File: src/rtl/wb_ctrl_pkg.sv
// Shared types and constants for the Wishbone CSR/memory slave.
package wb_ctrl_pkg;

  typedef enum logic [1:0] {
    ST_IDLE     = 2'd0,
    ST_DECODE   = 2'd1,
    ST_MEM_WAIT = 2'd2,
    ST_RESP     = 2'd3
  } state_e;

  localparam logic [1:0] MEM_OP_NONE  = 2'b00;
  localparam logic [1:0] MEM_OP_READ  = 2'b01;
  localparam logic [1:0] MEM_OP_WRITE = 2'b11;

  localparam int CSR_OPERATION = 0;
  localparam int CSR_STATUS    = 1;
  localparam int IRQ_EN_BIT    = 31;

endpackage

File: src/rtl/wb_byte_merge.sv
// Byte-lane merge: lanes with sel set take the new byte, others keep the old one.
module wb_byte_merge
  import wb_ctrl_pkg::*;
(
  input  logic [31:0] old_i,
  input  logic [31:0] new_i,
  input  logic [3:0]  sel_i,
  output logic [31:0] merged_o
);

  // per-lane select between old and new byte
  always_comb begin
    merged_o = old_i;
    for (int b = 0; b < 4; b++) begin
      merged_o[8*b +: 8] = sel_i[b] ? new_i[8*b +: 8] : old_i[8*b +: 8];
    end
  end

endmodule

File: src/rtl/wb_slave_csr_mem_ctrl.sv
// Wishbone classic slave: CSR bank plus a memory window forwarded over a
// request/done handshake, with timeout error and maskable completion IRQ.
module wb_slave_csr_mem_ctrl
  import wb_ctrl_pkg::*;
#(
  parameter logic [31:0] ADDR_OFFSET = 32'h3000_0000,
  parameter int          NUM_CSR     = 4,
  parameter int          MEM_AWIDTH  = 10,
  parameter int          TIMEOUT     = 255
) (
  input  logic                    wb_clk_i,
  input  logic                    wb_rst_i,
  input  logic                    wb_cyc_i,
  input  logic                    wb_stb_i,
  input  logic                    wb_we_i,
  input  logic [3:0]              wb_sel_i,
  input  logic [31:0]             wb_adr_i,
  input  logic [31:0]             wb_data_i,
  output logic                    wb_ack_o,
  output logic                    wb_err_o,
  output logic [31:0]             wb_data_o,
  output logic [NUM_CSR*32-1:0]   csr_o,
  input  logic                    finished,
  output logic [1:0]              mem_op,
  output logic [MEM_AWIDTH-1:0]   mem_addr,
  output logic [31:0]             mem_wdata,
  output logic [3:0]              mem_sel,
  input  logic [31:0]             mem_rdata,
  input  logic                    mem_opdone,
  output logic                    irq_o
);

  localparam int CIW = (NUM_CSR > 1) ? $clog2(NUM_CSR) : 1;

  state_e                      state_q, state_d;
  logic [31:0]                 adr_q, adr_d, dat_q, dat_d, dat_o_q, dat_o_d;
  logic [31:0]                 mem_wdata_q, mem_wdata_d;
  logic [3:0]                  sel_q, sel_d, mem_sel_q, mem_sel_d;
  logic                        we_q, we_d, ack_q, ack_d, err_q, err_d;
  logic                        irq_q, irq_d, fin_q, fin_d;
  logic                        abort_q, abort_d, resp_err_q, resp_err_d;
  logic [1:0]                  mem_op_q, mem_op_d;
  logic [MEM_AWIDTH-1:0]       mem_addr_q, mem_addr_d;
  logic [15:0]                 cnt_q, cnt_d;
  logic [NUM_CSR-1:0][31:0]    csr_q, csr_d;

  logic [29:0]                 widx_s, mem_idx_s;
  logic [CIW-1:0]              csr_idx_s;
  logic                        is_csr_s, is_mem_s, abort_now_s;
  logic [31:0]                 merged_s;

  // Window offset wraps at 32 bits; the byte-within-word bits are dropped.
  assign widx_s    = 30'((adr_q - ADDR_OFFSET) >> 2);
  assign csr_idx_s = widx_s[CIW-1:0];
  assign is_csr_s  = (widx_s < 30'(NUM_CSR));
  assign mem_idx_s = widx_s - 30'(NUM_CSR);
  assign is_mem_s  = !is_csr_s && ((mem_idx_s >> MEM_AWIDTH) == 30'd0);

  wb_byte_merge u_merge (
    .old_i    (csr_q[csr_idx_s]),
    .new_i    (dat_q),
    .sel_i    (sel_q),
    .merged_o (merged_s)
  );

  // next-state and datapath
  always_comb begin
    state_d     = state_q;
    adr_d       = adr_q;
    dat_d       = dat_q;
    sel_d       = sel_q;
    we_d        = we_q;
    dat_o_d     = dat_o_q;
    mem_op_d    = mem_op_q;
    mem_addr_d  = mem_addr_q;
    mem_wdata_d = mem_wdata_q;
    mem_sel_d   = mem_sel_q;
    cnt_d       = cnt_q;
    abort_d     = abort_q;
    resp_err_d  = resp_err_q;
    csr_d       = csr_q;
    ack_d       = 1'b0;
    err_d       = 1'b0;
    abort_now_s = abort_q;
    fin_d       = finished;
    irq_d       = finished & ~fin_q & csr_q[CSR_OPERATION][IRQ_EN_BIT];

    case (state_q)
      ST_IDLE: begin
        if (wb_cyc_i && wb_stb_i && !ack_q && !err_q) begin
          adr_d   = wb_adr_i;
          dat_d   = wb_data_i;
          sel_d   = wb_sel_i;
          we_d    = wb_we_i;
          state_d = ST_DECODE;
        end else begin
          state_d = ST_IDLE;
        end
      end
      ST_DECODE: begin
        if (is_csr_s) begin
          if (we_q) begin
            csr_d[csr_idx_s] = merged_s;
          end else begin
            dat_o_d = csr_q[csr_idx_s];
          end
          resp_err_d = 1'b0;
          state_d    = ST_RESP;
        end else if (is_mem_s) begin
          mem_op_d    = we_q ? MEM_OP_WRITE : MEM_OP_READ;
          mem_addr_d  = mem_idx_s[MEM_AWIDTH-1:0];
          mem_wdata_d = dat_q;
          mem_sel_d   = sel_q;
          cnt_d       = 16'd0;
          abort_d     = 1'b0;
          state_d     = ST_MEM_WAIT;
        end else begin
          dat_o_d    = 32'd0;
          resp_err_d = 1'b1;
          state_d    = ST_RESP;
        end
      end
      ST_MEM_WAIT: begin
        // A dropped cycle lets the access finish but swallows the response.
        abort_now_s = abort_q | ~wb_cyc_i;
        abort_d     = abort_now_s;
        if (mem_opdone) begin
          mem_op_d   = MEM_OP_NONE;
          dat_o_d    = (mem_op_q == MEM_OP_READ) ? mem_rdata : dat_o_q;
          resp_err_d = 1'b0;
          state_d    = abort_now_s ? ST_IDLE : ST_RESP;
        end else if ((cnt_q + 16'd1) == 16'(TIMEOUT)) begin
          mem_op_d   = MEM_OP_NONE;
          dat_o_d    = 32'd0;
          resp_err_d = 1'b1;
          state_d    = abort_now_s ? ST_IDLE : ST_RESP;
        end else begin
          cnt_d = cnt_q + 16'd1;
        end
      end
      ST_RESP: begin
        ack_d   = ~resp_err_q;
        err_d   = resp_err_q;
        state_d = ST_IDLE;
      end
      default: begin
        state_d = ST_IDLE;
      end
    endcase

    if (finished) begin
      csr_d[CSR_STATUS] = 32'd0;
    end else begin
      csr_d[CSR_STATUS] = csr_d[CSR_STATUS];
    end
  end

  // state and register update
  always_ff @(posedge wb_clk_i) begin
    if (wb_rst_i) begin
      state_q     <= ST_IDLE;
      adr_q       <= 32'd0;
      dat_q       <= 32'd0;
      sel_q       <= 4'd0;
      we_q        <= 1'b0;
      dat_o_q     <= 32'd0;
      mem_op_q    <= MEM_OP_NONE;
      mem_addr_q  <= '0;
      mem_wdata_q <= 32'd0;
      mem_sel_q   <= 4'd0;
      cnt_q       <= 16'd0;
      abort_q     <= 1'b0;
      resp_err_q  <= 1'b0;
      csr_q       <= '0;
      ack_q       <= 1'b0;
      err_q       <= 1'b0;
      irq_q       <= 1'b0;
      fin_q       <= 1'b0;
    end else begin
      state_q     <= state_d;
      adr_q       <= adr_d;
      dat_q       <= dat_d;
      sel_q       <= sel_d;
      we_q        <= we_d;
      dat_o_q     <= dat_o_d;
      mem_op_q    <= mem_op_d;
      mem_addr_q  <= mem_addr_d;
      mem_wdata_q <= mem_wdata_d;
      mem_sel_q   <= mem_sel_d;
      cnt_q       <= cnt_d;
      abort_q     <= abort_d;
      resp_err_q  <= resp_err_d;
      csr_q       <= csr_d;
      ack_q       <= ack_d;
      err_q       <= err_d;
      irq_q       <= irq_d;
      fin_q       <= fin_d;
    end
  end

  assign wb_ack_o  = ack_q;
  assign wb_err_o  = err_q;
  assign wb_data_o = dat_o_q;
  assign csr_o     = csr_q;
  assign mem_op    = mem_op_q;
  assign mem_addr  = mem_addr_q;
  assign mem_wdata = mem_wdata_q;
  assign mem_sel   = mem_sel_q;
  assign irq_o     = irq_q;

endmodule

File: config.mk
export PLATFORM = sky130hd
export DESIGN_NAME = wb_slave_csr_mem_ctrl
export DESIGN_NICKNAME = d
export VERILOG_FILES = /design/src/rtl/wb_ctrl_pkg.sv /design/src/rtl/wb_byte_merge.sv /design/src/rtl/wb_slave_csr_mem_ctrl.sv
export SDC_FILE = /design/constraint.sdc
export NUM_CORES = 1
export LEC_CHECK = 0
export ABC_AREA = 0
export CAP_MARGIN = 20
export CORE_MARGIN = 2
export CORE_UTILIZATION = 50
export CTS_CLUSTER_SIZE = 16
export DETAILED_ROUTE_END_ITERATION = 10
export PLACE_DENSITY_LB_ADDON = 0.15
export SYNTH_ARGS = -nofsm -noshare
export SYNTH_HDL_FRONTEND = slang
export SYNTH_SLANG_ARGS = --single-unit
File: constraint.sdc
create_clock -name wb_clk_i -period 5.05 [get_ports wb_clk_i]
set_input_delay 0.505 -clock wb_clk_i [delete_from_list [all_inputs] [get_ports wb_clk_i]]
set_output_delay 0.505 -clock wb_clk_i [all_outputs]
set_load 0.1 [all_outputs]
# --- Word level (Yosys, flattened, before mapping) ---
# Index checks and enable logic that the tools add are counted.
totals:
  wordCells: 111
  output_inout_bits: 211
  in_bits: 107
  ff_bits: 301
op_classes:
  eq_ne: 13
  n_reduce_logical: 21
  n_lt_le_gt_ge: 3
  bitwise_logic: 8
  n_addsub: 3
  mux: 42
op_table:
  columns: ["op", "n"]
  rows:
  - ["32-bit two-way mux", 8]
  - ["128-bit bitwise mux", 1]
  - ["32-bit binary-select mux with 2-bit select", 1]
  - ["32-bit demux with 2-bit select", 1]
  - ["16-bit two-way mux", 4]
  - ["32-bit one-hot mux with 2 select lines", 1]
  - ["8-bit two-way mux", 4]
  - ["16-bit one-hot mux with 2 select lines", 1]
  - ["32-bit by 30-bit subtractor with 32-bit output (second input constant)", 1]
  - ["30-bit zero test", 1]
  - ["30-bit by 3-bit less-than comparator with 1-bit output (second input constant)", 1]
  - ["30-bit by 3-bit subtractor with 30-bit output (second input constant)", 1]
  - ["16-bit by 1-bit adder with 16-bit output (second input constant)", 1]
  - ["16-bit by 8-bit equality test with 1-bit output (second input constant)", 1]
  - ["2-bit two-way mux", 8]
  - ["3-bit != test (second input constant)", 4]
  - ["3-bit AND reduction", 4]
  - ["5-bit AND reduction", 2]
  - ["1-bit two-way mux", 9]
  - ["2-bit != test (second input constant)", 4]
  - ["2-bit one-hot mux with 4 select lines", 1]
  - ["1-bit logical AND", 5]
  - ["1-bit inverter", 5]
  - ["2-bit by 1-bit equality test with 1-bit output (second input constant)", 2]
  - ["13 further kinds", 19]

# --- Logic depth before layout (Yosys ltp) ---
logic_depth:
  ltp_word: 7
  mapped_depth: 12
  ltp_nobuf: 9

# --- By module ---
# A second synthesis with hierarchy kept.
unflattened:
  hier_cells: 1486
  area_unflattened_um2: 13440.4
by_module_without_submodules:
  columns: ["mod", "seq_area_each_um2", "area_per_inst_um2", "instances", "cells_each"]
  rows:
  - ["wb_slave_csr_mem_ctrl", 5985.7, 12914.9, 1, 1450]
  - ["wb_byte_merge", 0.0, 525.5, 1, 36]

# --- Worst setup path before layout ---
# OpenSTA, ideal clock, no wires.
synth_path:
  path_kind: "flip-flop to flip-flop"
  startpoint: "reg adr_q[4]"
  endpoint: "reg dat_o_q[10] (netlist: wb_data_o[10])"
  t_arrival_ns: 2.981
  path_buffers: 3
  slack_ns: 1.917
  stages_incl_launch_ff: 13
  cell_sequence: "dfxtp_1 -> inv_1 -> ha_1 -> or4b_1 -> clkbuf_2 -> o21a_1 -> nor4_2 -> o211ai_1 -> or4_1 -> buf_2 -> nand4b_2 -> buf_4 -> a221oi_2"
synth_between:
  elab_chain_cells: 6
synth_lines:
  columns: ["item", "line", "text"]
  rows:
  - ["start: declaration", "wb_slave_csr_mem_ctrl.sv:36", "logic [31:0] adr_q, adr_d, dat_q, dat_d, dat_o_q, dat_o_d;"]
  - ["start signal: assignment", "wb_slave_csr_mem_ctrl.sv:181", "adr_q <= adr_d;"]
  - ["32-bit by 30-bit subtractor with 32-bit output *", "wb_slave_csr_mem_ctrl.sv:53", "assign widx_s = 30'((adr_q - ADDR_OFFSET) >> 2);"]
  - ["30-bit by 3-bit subtractor with 30-bit output / 30-bit by 3-bit less-than comparator with 1-bit output (equally long branches)", "wb_slave_csr_mem_ctrl.sv:56, wb_slave_csr_mem_ctrl.sv:55", null]
  - ["30-bit zero test / 1-bit zero test (equally long branches)", "wb_slave_csr_mem_ctrl.sv:57", "assign is_mem_s = !is_csr_s && ((mem_idx_s >> MEM_AWIDTH) == 30'd0);"]
  - ["1-bit logical AND", "wb_slave_csr_mem_ctrl.sv:57", null]
  - ["3-bit != test (no source line)", null, null]
  - ["5-bit AND reduction (no source line)", null, null]
  - ["end signal: assignment", "wb_slave_csr_mem_ctrl.sv:185", "dat_o_q <= dat_o_d;"]
  - ["end: declaration", "wb_slave_csr_mem_ctrl.sv:36", null]
# Every way passes the cells marked *; elsewhere a longest branch is shown, timed or not.
# A chain may end at the register's enable or synchronous reset.

# --- Final worst setup path ---
layout_path:
  startpoint: "reg adr_q[4]"
  endpoint: "reg dat_o_q[0] (netlist: wb_data_o[0])"
# Same word-level chain as after synthesis.

==> summary.txt <==
Timing
  • Number of setup violations in the final report: 0
  • Hold Fails Final Rpt: 0
  • Setup tns final: 0 ns
  • Setup Skew: 0.02794 ns
  • Setup slack after layout: 0.6806 ns
  • Minimum clock period: 4.369 ns
  • Slew margin rel.: 0.2418
  • RSZ-0062 raised after global routing: no
  • Period utilization: 0.8652
  • FMAX: 0.2289 GHz
  • Max Transition Viols Final: 0
  • Worst Max-Slew Pin Slew: 1.134 ns

GRT
  • All-Layer GR Usage: 0.2941
  • Largest net degree at the start of global routing: 178
  • Grt ovf: 0
  • Antenna violations before repair: 2
  • Vias in the first global route: 11,630
  • First-pass GRT wire length: 66,070 um

Synth
  • Mapped Nets: 1,591
  • Top-area cell type share of the netlist area: 0.4520
  • Syn_area_per_cell: 8.984 um2
  • Sequential fraction of the synthesis area: 0.4520
  • Largest area contributor in the netlist: dfxtp_1
  • Mapped cell area: 0.01324 mm2
  • YS warnings: 0
  • Synth Flop Type: dfxtp_1
  • Number of flops mapped to enable cells by yosys: 0
  • Syn Inst Count: 1,474
  • Top post-synthesis cells by area: dfxtp_1 (45%), nand2_1 (8.0%), a21oi_1 (5.7%), a211oi_1 (5.4%), mux4_2 (5.4%)
  • Cell variety after synth: 69
  • Synth Register Bits: 299
  • Asr flop ratio synth: 0

Worst hold path
  • Min-delay src: wb_rst_i
  • Hold endpoint: mem_wdata[3]
  • HP Class: in2reg
  • Hold Crit Depth: 2

Power and ir drop
  • Combinational Power Share: 0.323
  • Leak Pwr: 0.005534 uW
  • Switching share of power: 0.3866
  • Clock power frac: 0.308
  • Total power: 7415 uW
  • Pwr Density: 424.0 mW/mm2
  • Net Switching: 2867 uW
  • Sequential share of power: 0.369
  • Cell Int Power: 4548 uW
  • Worst vdd ir: 0.0003950 V

Clock network
  • Buffer depth of the longest clock path: 3
  • Post-CTS Hold Fix Bufs: 0
  • Clock transition at the registers of the reported paths: 0.06 ns
  • Num CTS Buffers: 31
  • CTS H-Tree Depth: 1
  • Post-CTS setup repair buffer count: 0
  • Root Buffer: clkbuf_16
  • CTS tree: done
  • Skew-Pair Late Insertion Delay: 0.58 ns
  • Clock sink count: 299
  • # resized after CTS: 0

Worst setup path
  • Reg-to-Reg Start: adr_q[4]
  • Reg2Reg Capture Point: wb_data_o[0]
  • Largest stage delay, worst path: 1.06 ns
  • Worst Path Required: 5.50 ns
  • Worst reg2reg path depth: 9
  • WP data arrival: 4.82 ns
  • Critical path capture point type: flip-flop
  • Slowest stage cell on the critical path: or4_2
  • Critical-path cell list: inv_1 > ha_1 > or4b_1 > o21a_1 > nor4_2 > o211ai_1 > or4_2 > and3_2 > a221oi_1
  • Nature of the critical path startpoint: flip-flop
  • Setup slack, reg-to-reg: 0.68 ns
  • Setup CP Type: reg2reg
  • Worst-path fanout max: 33

Cells and area
  • Nets: 1,827
  • Area grow syn2layout: 32.08%
  • Share of layout cells above drive strength 1: 0.09222
  • Area of the multi-input gates: 0.006585 mm2
  • Final core occ: 0.6712
  • # fillers: 2,128
  • Seq. cell area: 0.005988 mm2

Floorplanning
  • Initial core utilization: 0.5082
  • Die W: 166.7 um
  • Die area: 0.02780 mm2
  • Core area: 0.02606 mm2
  • Rows: 59
  • Die Y: 166.7 um
  • Top-Level Pins: 318

Routing
  • WL per Instance: 20.61 um
  • Antenna-violating nets left: 0
  • Residual DRC: 0
  • DR iter-0 viols: 1,053
  • DRT Wirelength: 42,680 um
  • 1st-pass router iterations: 5
  • Vias: 12,110
  • Vias/cell: 5.846

Placed design
  • GPL Wtd Cong: 0.9120
  • Hpwl dp: 28,500 um
  • I/O Buffers: 315
  • Dpl ws: 0.6473 ns

Job
  • Max cap viols: 0

Outcome
  • Status: completed
## power by group through the flow
stage / registers [uW] / logic (uW) / clock network, uW
floorplan: 3550 / 1050 / 0
CTS: 2730 / 2400 / 2300
finish: 2740 / 2390 / 2280
global route: 2760 / 2530 / 2400
detailed placement: 2780 / 2390 / 0
global placement: 2780 / 2360 / 0
## final cells by class
type / instances / share of cell area
timing repair buffer: 332 / 0.1886
clock buffer: 44 / 0.05229
clock inverter: 14 / 0.006510
inverter: 45 / 0.009657
antenna: 1 / 0.0001431
sequential: 299 / 0.3424
tap: 335 / 0.02396
multi-input combinational: 1001 / 0.3765
## worst max-delay path by stage
stage / start / end / cells past startpoint
global route: adr_q[4] / wb_data_o[0] / 9
floorplan: adr_q[4] / wb_data_o[10] / 12
finish: adr_q[4] / wb_data_o[0] / 9
global placement: adr_q[4] / resp_err_q / 9
detailed placement: adr_q[4] / wb_data_o[0] / 9
CTS: adr_q[4] / wb_data_o[0] / 9
## logic make-up after synthesis
group,synth area share
and+or+nand+nor,0.1923
xor gates and xnor gates,0.005952
adders and majority gates,0.009448
buffers and inverters,0.05385
muxes,0.08097
DFF,0.4520
AOI/OAI and AO/OA,0.2055
## Yosys cell counts (11+ instances only)
| master | instances |
|---|---|
| nand3_1 | 24 |
| a221oi_1 | 34 |
| buf_1 | 11 |
| a21oi_1 | 150 |
| mux4_2 | 32 |
| a211oi_1 | 96 |
| or3_1 | 13 |
| mux2i_1 | 34 |
| or4_1 | 15 |
| buf_2 | 11 |
| a221oi_2 | 30 |
| dfxtp_1 | 299 |
| clkbuf_1 | 98 |
| inv_1 | 45 |
| nand2_1 | 281 |
| nand2b_1 | 33 |
| nor2_1 | 108 |
## per-stage QoR
step                      hold WS [ns]  instances  instance area, um2
final                           0.3938       2071               17490
after global placement          0.4382       2012               16460
after detailed placement        0.4451       2012               16460
after CTS                       0.4047       2070               17490
after floorplan                 0.4043       1474               13240
after global routing            0.4073       2071               17490
## placed cells by master (no fill, tap or decap), types with 4 or more instances in the layout
cell	synthesis	layout
inv_1	45	45
nor4_4	5	5
clkbuf_1	98	4
xor2_1	5	5
o21ai_0	8	8
o211ai_1	9	9
and3_1	6	5
a221oi_2	30	30
clkbuf_16	0	31
a221oi_1	34	34
clkinv_2	0	11
or3_1	13	13
clkbuf_8	0	9
dfxtp_1	299	297
nor4_1	5	5
a21oi_1	150	150
nand2b_1	33	33
mux4_2	32	32
nand4_1	7	7
nand2_1	281	280
o311ai_0	6	6
buf_4	4	16
nor2b_1	7	7
nor2_1	108	106
nand3_1	24	24
mux2i_1	34	34
clkdlybuf4s50_1	0	314
ha_1	10	10
o2111ai_1	8	8
nand3b_1	5	5
or4_1	15	14
or2_2	4	4
nor3_1	8	8
xnor2_1	4	4
a211oi_1	96	96
## state kept, by name, summed over array words and instances (netlist names)
register and count:
abort_q 1, adr_q 30, cnt_q 16, csr_o 128, dat_q 32, fin_q 1
irq_o 1, mem_addr 10, mem_op 2, mem_sel 4, mem_wdata 32, resp_err_q 1
sel_q 4, state_q 2, wb_ack_o 1, wb_data_o 32, wb_err_o 1, we_q 1
## layer usage
metal | vias to the layer above | track usage | part of all wire
met2 | 501 | 0.4784 | 0.46
met4 | 2 | 0.08471 | 0.031
met3 | 70 | 0.08531 | 0.095
met5 | - | 0 | 0.00033
li1 | 5742 | - | -
met1 | 5793 | 0.3821 | 0.41
## critical path: cells and delay by family (launching register included)
kind                       cells  cell delay [ns]
and+or+nand+nor                4             2.66
AOI/OAI and AO/OA              3             0.90
DFF                            1             0.34
adders and majority gates      1             0.25
buffers and inverters          1             0.08
Power figures use the tool's default switching activity.
